--- src/rtl/bounce_box_if.sv ---
// Pixel-stage bundle between vga_controller timing and the bounce_box renderer.
// master drives sync/video_on and receives the retimed sync and RGB; slave is bounce_box.
interface bounce_box_if;
  logic hsync;
  logic vsync;
  logic video_on;
  logic vga_hs;
  logic vga_vs;
  logic red;
  logic green;
  logic blue;

  modport master (
    output hsync, vsync, video_on,
    input  vga_hs, vga_vs, red, green, blue
  );

  modport slave (
    input  hsync, vsync, video_on,
    output vga_hs, vga_vs, red, green, blue
  );
endinterface

--- src/rtl/bounce_box.sv ---
// Bouncing-square pattern generator fed by vga_controller timing; RGB and sync retimed by one clock.
// Optional white active-area border when the macro BOUNCE_BORDER_EN is defined.
module bounce_box #(
  parameter int H_ACTIVE        = 640,
  parameter int V_ACTIVE        = 480,
  parameter int BOX_SIZE        = 32,
  parameter int STEP            = 2,
  parameter int SYNC_ACTIVE_LOW = 1
) (
  input  logic         clk_25,
  input  logic         rst,
  bounce_box_if.slave  bus
);

  localparam int XW = $clog2(H_ACTIVE);
  localparam int YW = $clog2(V_ACTIVE);

  localparam logic [XW-1:0] X_ZERO = {XW{1'b0}};
  localparam logic [YW-1:0] Y_ZERO = {YW{1'b0}};
  localparam logic [XW-1:0] X_ONE  = {{(XW-1){1'b0}}, 1'b1};
  localparam logic [YW-1:0] Y_ONE  = {{(YW-1){1'b0}}, 1'b1};
  localparam logic [XW-1:0] X_LAST = XW'(H_ACTIVE - 1);
  localparam logic [YW-1:0] Y_LAST = YW'(V_ACTIVE - 1);

  localparam logic [10:0] X_LIM  = 11'(H_ACTIVE - BOX_SIZE);
  localparam logic [10:0] Y_LIM  = 11'(V_ACTIVE - BOX_SIZE);
  localparam logic [10:0] STEP_W = 11'(STEP);
  localparam logic [10:0] BOX_W  = 11'(BOX_SIZE);

  localparam logic       SYNC_IDLE   = (SYNC_ACTIVE_LOW != 0) ? 1'b1 : 1'b0;
  localparam logic [2:0] COLOUR_INIT = 3'b100;

  typedef enum logic [0:0] {
    ST_BLANK  = 1'b0,
    ST_LOCKED = 1'b1
  } state_t;

  // Seven-step colour cycle; 000 is unreachable so the box never disappears.
  function automatic logic [2:0] next_colour(input logic [2:0] c);
    logic [2:0] n;
    case (c)
      3'b100:  n = 3'b010;
      3'b010:  n = 3'b001;
      3'b001:  n = 3'b110;
      3'b110:  n = 3'b011;
      3'b011:  n = 3'b101;
      3'b101:  n = 3'b111;
      3'b111:  n = 3'b100;
      default: n = 3'b100;
    endcase
    return n;
  endfunction

  // One axis of box motion, evaluated in 11 bits so pos+step cannot wrap.
  // Result packs {bounce, dir_neg, pos}.
  function automatic logic [12:0] axis_next(input logic [10:0] pos, input logic dir_neg,
                                            input logic [10:0] lim, input logic [10:0] step);
    logic [10:0] sum;
    logic [12:0] r;
    sum = pos + step;
    if (!dir_neg) begin
      if (sum >= lim) r = {1'b1, 1'b1, lim};
      else            r = {1'b0, 1'b0, sum};
    end else begin
      if (pos <= step) r = {1'b1, 1'b0, 11'd0};
      else             r = {1'b0, 1'b1, pos - step};
    end
    return r;
  endfunction

  state_t        state_r, state_nx_s;
  logic [XW-1:0] x_r, x_nx_s;
  logic [YW-1:0] y_r, y_nx_s;
  logic [10:0]   box_x_r, box_x_nx_s;
  logic [10:0]   box_y_r, box_y_nx_s;
  logic          dir_x_r, dir_x_nx_s;
  logic          dir_y_r, dir_y_nx_s;
  logic [2:0]    colour_r, colour_nx_s;
  logic          von_prev_r;
  logic          vga_hs_r, vga_vs_r;
  logic [2:0]    rgb_r, rgb_nx_s;

  logic          tick_s;
  logic          locked_s;
  logic          bounce_s;
  logic [12:0]   ax_s, ay_s;
  logic [10:0]   xe_s, ye_s;
  logic          inbox_s;
  logic          border_s;

  // vga_vs_r doubles as the previous vsync sample for frame-start detection.
  assign tick_s   = (bus.vsync != SYNC_IDLE) && (vga_vs_r == SYNC_IDLE);
  assign locked_s = (state_r == ST_LOCKED);

  assign bus.vga_hs = vga_hs_r;
  assign bus.vga_vs = vga_vs_r;
  assign bus.red    = rgb_r[2];
  assign bus.green  = rgb_r[1];
  assign bus.blue   = rgb_r[0];

  // Lock state register.
  always_ff @(posedge clk_25 or posedge rst) begin
    if (rst) state_r <= ST_BLANK;
    else     state_r <= state_nx_s;
  end

  // Stay black until the first full frame boundary has been seen.
  always_comb begin
    state_nx_s = state_r;
    case (state_r)
      ST_BLANK: begin
        if (tick_s) state_nx_s = ST_LOCKED;
        else        state_nx_s = ST_BLANK;
      end
      ST_LOCKED: state_nx_s = ST_LOCKED;
      default:   state_nx_s = ST_BLANK;
    endcase
  end

  // Pixel coordinate reconstruction from video_on and frame ticks, saturating at the active edge.
  always_comb begin
    x_nx_s = x_r;
    y_nx_s = y_r;
    if (tick_s) begin
      x_nx_s = X_ZERO;
      y_nx_s = Y_ZERO;
    end else if (bus.video_on) begin
      if (x_r != X_LAST) x_nx_s = x_r + X_ONE;
      else               x_nx_s = x_r;
    end else if (von_prev_r) begin
      x_nx_s = X_ZERO;
      if (y_r != Y_LAST) y_nx_s = y_r + Y_ONE;
      else               y_nx_s = y_r;
    end else begin
      x_nx_s = x_r;
      y_nx_s = y_r;
    end
  end

  // Box motion and colour; a simultaneous double bounce rotates the colour only once.
  always_comb begin
    ax_s        = axis_next(box_x_r, dir_x_r, X_LIM, STEP_W);
    ay_s        = axis_next(box_y_r, dir_y_r, Y_LIM, STEP_W);
    box_x_nx_s  = box_x_r;
    box_y_nx_s  = box_y_r;
    dir_x_nx_s  = dir_x_r;
    dir_y_nx_s  = dir_y_r;
    bounce_s    = 1'b0;
    colour_nx_s = colour_r;
    if (tick_s) begin
      box_x_nx_s = ax_s[10:0];
      dir_x_nx_s = ax_s[11];
      box_y_nx_s = ay_s[10:0];
      dir_y_nx_s = ay_s[11];
      bounce_s   = ax_s[12] | ay_s[12];
    end else begin
      bounce_s   = 1'b0;
    end
    if (bounce_s) colour_nx_s = next_colour(colour_r);
    else          colour_nx_s = colour_r;
  end

  // Pixel colour decision for the current coordinate.
  always_comb begin
    xe_s    = 11'(x_r);
    ye_s    = 11'(y_r);
    inbox_s = (xe_s >= box_x_r) && (xe_s < box_x_r + BOX_W) &&
              (ye_s >= box_y_r) && (ye_s < box_y_r + BOX_W);
`ifdef BOUNCE_BORDER_EN
    border_s = (x_r == X_ZERO) || (x_r == X_LAST) || (y_r == Y_ZERO) || (y_r == Y_LAST);
`else
    border_s = 1'b0;
`endif
    rgb_nx_s = 3'b000;
    if (bus.video_on && locked_s) begin
      if (border_s)     rgb_nx_s = 3'b111;
      else if (inbox_s) rgb_nx_s = colour_r;
      else              rgb_nx_s = 3'b000;
    end else begin
      rgb_nx_s = 3'b000;
    end
  end

  // Coordinate, box and colour state.
  always_ff @(posedge clk_25 or posedge rst) begin
    if (rst) begin
      x_r        <= X_ZERO;
      y_r        <= Y_ZERO;
      box_x_r    <= 11'd0;
      box_y_r    <= 11'd0;
      dir_x_r    <= 1'b0;
      dir_y_r    <= 1'b0;
      colour_r   <= COLOUR_INIT;
      von_prev_r <= 1'b0;
    end else begin
      x_r        <= x_nx_s;
      y_r        <= y_nx_s;
      box_x_r    <= box_x_nx_s;
      box_y_r    <= box_y_nx_s;
      dir_x_r    <= dir_x_nx_s;
      dir_y_r    <= dir_y_nx_s;
      colour_r   <= colour_nx_s;
      von_prev_r <= bus.video_on;
    end
  end

  // Output stage: RGB and sync share one register delay so they stay aligned.
  always_ff @(posedge clk_25 or posedge rst) begin
    if (rst) begin
      vga_hs_r <= SYNC_IDLE;
      vga_vs_r <= SYNC_IDLE;
      rgb_r    <= 3'b000;
    end else begin
      vga_hs_r <= bus.hsync;
      vga_vs_r <= bus.vsync;
      rgb_r    <= rgb_nx_s;
    end
  end

endmodule

--- src/flat_wrapper.sv ---
// flat-port wrapper written by rule: the top's interface ports become plain ports
module bounce_box_flat 
#(
  parameter int H_ACTIVE        = 640,
  parameter int V_ACTIVE        = 480,
  parameter int BOX_SIZE        = 32,
  parameter int STEP            = 2,
  parameter int SYNC_ACTIVE_LOW = 1
)
  (clk_25, rst, bus_hsync, bus_vsync, bus_video_on, bus_vga_hs, bus_vga_vs, bus_red, bus_green, bus_blue);
  bounce_box_if bus_i ();
  input  logic clk_25;
  input  logic rst;
  input wire logic [$bits(bus_i.hsync)-1:0] bus_hsync;
  input wire logic [$bits(bus_i.vsync)-1:0] bus_vsync;
  input wire logic [$bits(bus_i.video_on)-1:0] bus_video_on;
  output wire logic [$bits(bus_i.vga_hs)-1:0] bus_vga_hs;
  output wire logic [$bits(bus_i.vga_vs)-1:0] bus_vga_vs;
  output wire logic [$bits(bus_i.red)-1:0] bus_red;
  output wire logic [$bits(bus_i.green)-1:0] bus_green;
  output wire logic [$bits(bus_i.blue)-1:0] bus_blue;
  assign bus_i.hsync = bus_hsync;
  assign bus_i.vsync = bus_vsync;
  assign bus_i.video_on = bus_video_on;
  assign bus_vga_hs = bus_i.vga_hs;
  assign bus_vga_vs = bus_i.vga_vs;
  assign bus_red = bus_i.red;
  assign bus_green = bus_i.green;
  assign bus_blue = bus_i.blue;
  bounce_box #(.H_ACTIVE(H_ACTIVE), .V_ACTIVE(V_ACTIVE), .BOX_SIZE(BOX_SIZE), .STEP(STEP), .SYNC_ACTIVE_LOW(SYNC_ACTIVE_LOW)) u_core (.clk_25(clk_25), .rst(rst), .bus(bus_i));
endmodule
--- config.mk ---
export PLATFORM = sky130hd
export DESIGN_NAME = bounce_box_flat
export DESIGN_NICKNAME = d
export VERILOG_FILES = /design/src/rtl/bounce_box_if.sv /design/src/rtl/bounce_box.sv /design/src/flat_wrapper.sv
export SDC_FILE = /design/constraint.sdc
export NUM_CORES = 1
export LEC_CHECK = 0
export CAP_MARGIN = 15
export CORE_MARGIN = 2
export CORE_UTILIZATION = 30
export CTS_BUF_LIST = sky130_fd_sc_hd__clkbuf_2
export DETAILED_ROUTE_END_ITERATION = 10
export MAX_ROUTING_LAYER = met4
export PLACE_DENSITY = 0.42
export SYNTH_ARGS = -nofsm -noshare
export SYNTH_HDL_FRONTEND = slang
export SYNTH_SLANG_ARGS = --single-unit
--- constraint.sdc ---
create_clock -name clk_25 -period 2.8 [get_ports clk_25]
set_input_delay 0.7 -clock clk_25 [delete_from_list [all_inputs] [get_ports clk_25]]
set_output_delay 0.7 -clock clk_25 [all_outputs]
set_load 0.01 [all_outputs]
==> results.md <==
* Antenna violations before repair at 0
* Total Negative Setup Slacks at 0 ns
* Iteration-0 DRC count of the detailed router at 158
* Cells taking the most area after synthesis: sky130_fd_sc_hd__dfrtp_1 (30%), sky130_fd_sc_hd__ha_1 (12%), sky130_fd_sc_hd__nor2_1 (3.5%)
* Starting density of the core at a little under a third
* Syn Nets at 498
* Data arrival time of the critical path at approximately 3 ns
* Worst Setup Start Kind: flip-flop
* Non-filler instance count after layout at 637
* Sum of overflow across all layers after global routing at 0
* First-pass GRT wire length at 18300 um
* Number of enable flip-flop cells after synthesis at 0
* Area of the core at 13100 sq um
* Cell with the most instances after synthesis: sky130_fd_sc_hd__dfrtp_1
* Detailed-router iteration count before antenna repair at 4
* Die boundary height at about 120 um
* Share of layout cells above drive strength 1 at a little under a tenth
* Pin count of the biggest net entering global routing at 37
* Total half-perimeter wirelength after legalization and detailed placement at between 8000 and 9000 um
* Path type of the worst setup path: reg -> reg
* Clock skew after layout at between 0.01 and 0.015 ns
* Worst-case headroom to the max-slew limit at between 60% and 70%
* Worst Setup Slack post-DPL at between 0.2 and 0.25 ns
* Status: finished, final reports clean
* Routed vias/inst at 5.30
* Fin Hold WS at ~0.45 ns
* Critical path endpoint category: flip-flop
* Commonest cells in the netlist: sky130_fd_sc_hd__dfrtp_1 (48), sky130_fd_sc_hd__ha_1 (40), sky130_fd_sc_hd__nor2_1 (37), sky130_fd_sc_hd__nand2_1 (31), sky130_fd_sc_hd__inv_1 (27)
* Library cells used by synthesis at 69
* Worst-path maximum fanout at 7
* Weighted congestion at the end of routability-driven global placement at approximately 0.87
* Yosys top cell area share at between 20% and 30%
* Worst r2r src: u_core.box_y_r[6]
* Utilization of the core after routing at between 30% and 40%
* Leakage power figure at roughly 1.9 nW
* RSZ-0062 raised after global routing: false
* Worst-Skew Late Latency at slightly above 0.5 ns
* Worst Setup Slack, final at 0.206 ns
* Worst reg2reg path depth at 10
* Gate count of the mapped netlist at 453
* Final-report max-slew violation count at 0
* Number of levels the H-tree was split into at 2
* Yosys Warn Count at 0
* Combined global-route utilization of all metal layers at 16.5%
* Routed Wire Length at 10800 um
* Sequential cell area fraction in the yosys report at approximately a third
* # hold bufs at CTS at 0
* Maximum buffer depth of the clock tree at 2
* Synth Register Bits at 51
* Fin. Hold Viols at 0
* Total inserted antenna cells at 0
* Critical R2R Capture: u_core.rgb_r[0]
* Full die area at approximately 14000 sq um
* Pin slew with the least headroom to its limit at 0.498 ns
* Crit path required time at 3.24 ns
* Class of the tightest hold or removal check: in -> async
* Fin crit share at between 90% and 100%
* Residual antenna-violating net count after detailed routing at 0
* Syn avg cell area at 8.87 sq um
* Boundary Pins at 10
* Ys async rst share at 100%
* Floorplan row count at 42
* DRC viols at 0
* Quantity of gates resized following cts at 0
* Cell area power density at roughly 610 nW/um^2
* Chip width at between 100 and 150 um
* Net count of the finished layout at just over 500
* Count of filler cells inserted in the layout at 1381
* Number of post-CTS setup repair buffers at 0
* FMAX at approximately 390 MHz
* Via count of the first global-routing pass at 3433
* Number of endpoints failing setup at the final stage at 0
* Register-to-register path setup slack at between 0.2 and 0.25 ns
* Area growth, synth to finish at 9.91%
* Time the final worst path needs with I/O delays and setup at around 2.6 ns
* Max rail drop VDD at approximately 0.34 mV
* Average wire per cell in the routed design at roughly 17 um
* Number of clock buffers inserted by TritonCTS at 5
* Clock root buffer: sky130_fd_sc_hd__clkbuf_2
* Cell taking the most area after synthesis: sky130_fd_sc_hd__dfrtp_1
* Via count of the routed design at approximately 3400
* Count of input and output buffers at 9
* CTS tree: done
* Max capacitance violation total at 0
* Cell count after placement at 630
* Number of clock sinks at 51
* Reg clk slew, reported paths at about 0.28 ns
* Synth Cell Area at about 4000 sq um
* Worst Setup SP: u_core.box_y_r[6]
* Dominant synthesized flop cell: sky130_fd_sc_hd__dfrtp_1
layout by cell type, fill, tap and decap left out, types with 3 or more instances in the layout:
cell / netlist / final
sky130_fd_sc_hd__nand3_1: 18 / 18
sky130_fd_sc_hd__dfstp_2: 3 / 3
sky130_fd_sc_hd__a221oi_1: 4 / 4
sky130_fd_sc_hd__xnor2_1: 13 / 13
sky130_fd_sc_hd__and4_1: 3 / 3
sky130_fd_sc_hd__nor4_1: 4 / 4
sky130_fd_sc_hd__or2_2: 3 / 3
sky130_fd_sc_hd__nand2_1: 31 / 31
sky130_fd_sc_hd__a211oi_1: 6 / 6
sky130_fd_sc_hd__nor3_1: 9 / 9
sky130_fd_sc_hd__nand2b_1: 7 / 7
sky130_fd_sc_hd__nand4_1: 9 / 9
sky130_fd_sc_hd__clkbuf_2: 1 / 6
sky130_fd_sc_hd__o21a_1: 11 / 11
sky130_fd_sc_hd__or3_1: 9 / 9
sky130_fd_sc_hd__a22o_1: 4 / 4
sky130_fd_sc_hd__o22ai_1: 8 / 8
sky130_fd_sc_hd__a21o_1: 3 / 3
sky130_fd_sc_hd__a211o_1: 3 / 3
sky130_fd_sc_hd__clkdlybuf4s50_1: 0 / 9
sky130_fd_sc_hd__and3_1: 5 / 5
sky130_fd_sc_hd__nor2_1: 37 / 37
sky130_fd_sc_hd__xor2_1: 11 / 11
sky130_fd_sc_hd__a31oi_1: 4 / 4
sky130_fd_sc_hd__o21ai_0: 23 / 23
sky130_fd_sc_hd__ha_1: 40 / 40
sky130_fd_sc_hd__a21oi_1: 21 / 21
sky130_fd_sc_hd__inv_1: 27 / 26
sky130_fd_sc_hd__mux2i_1: 6 / 6
sky130_fd_sc_hd__o211ai_1: 6 / 6
sky130_fd_sc_hd__dfrtp_1: 48 / 47
sky130_fd_sc_hd__buf_4: 4 / 13
sky130_fd_sc_hd__nor2b_1: 6 / 5
area by class of cell:
type	instances	area [sq um]	share of cell area [%]
Multi-Input combinational cell	352	2520	57.2
Sequential cell	51	1280	29.0
Timing Repair Buffer	24	228	5.16
Tap cell	176	220	4.99
Inverter	27	101	2.30
Clock buffer	6	30.0	0.680
Clock inverter	1	30.0	0.680
critical path, cell delays in order, from the launching register on:
cell,delay [ns]
sky130_fd_sc_hd__dfrtp_1,0.51
sky130_fd_sc_hd__inv_1,0.11
sky130_fd_sc_hd__ha_1,0.28
sky130_fd_sc_hd__inv_1,0.04
sky130_fd_sc_hd__ha_1,0.28
sky130_fd_sc_hd__a21oi_1,0.15
sky130_fd_sc_hd__nor2b_1,0.06
sky130_fd_sc_hd__a2111oi_0,0.38
sky130_fd_sc_hd__a21oi_1,0.12
sky130_fd_sc_hd__a211o_1,0.32
sky130_fd_sc_hd__nor4_1,0.29
power by group:
group | switching (mW) | internal, mW
Clock | 0.276 | 0.149
Sequential | 0.211 | 0.845
Combinational | 0.690 | 0.498
registers in the layout, summed over array words and instances, names as in the netlist:
signal,flops
u_core.box_x_r,10
u_core.box_y_r,10
u_core.bus.vga_hs,1
u_core.bus.vga_vs,1
u_core.colour_r,3
u_core.dir_x_r,1
u_core.dir_y_r,1
u_core.locked_s,1
u_core.rgb_r,3
u_core.von_prev_r,1
u_core.x_r,10
u_core.y_r,9
worst max-delay path by stage:
stage                       to  slack, ns  cells past startpoint
6_report       u_core.rgb_r[0]       0.21                     10
5_1_grt        u_core.rgb_r[1]     0.0002                     10
4_1_cts        u_core.rgb_r[0]       0.15                     10
3_5_place_dp   u_core.rgb_r[0]       0.21                     10
3_3_place_gp   u_core.rgb_r[0]       0.28                      8
2_1_floorplan  u_core.rgb_r[0]       0.34                     11
per-stage QoR:
stage / cell area, sq um / power (mW)
finish: 4410 / 2.67
global route: 4410 / 2.91
CTS: 4410 / 2.70
detailed placement: 4350 / 2.26
global placement: 4350 / 2.25
floorplan: 4020 / 1.93
cells by family (layout without fill, tap and decap cells):
| kind of cell | count (synthesis) | after routing | share of synthesized area [%] |
|---|---|---|---|
| simple gates | 152 | 152 | 19.8 |
| compound gates | 129 | 129 | 23.4 |
| flops | 51 | 51 | 31.9 |
| buf+inv | 50 | 58 | 5.36 |
| fa+ha+maj | 40 | 40 | 12.5 |
| xor+xnor | 24 | 24 | 5.23 |
| mux | 7 | 7 | 1.87 |
per-layer routing:
metal | up-vias | track usage [%] | wire (um)
met5 | - | - | 0
met4 | 0 | 4.49 | 153
met3 | 9 | 2.00 | 375
met2 | 62 | 27.6 | 5350
met1 | 1621 | 21.1 | 4950
li1 | 1684 | - | -
Power figures use the tool's default switching activity.
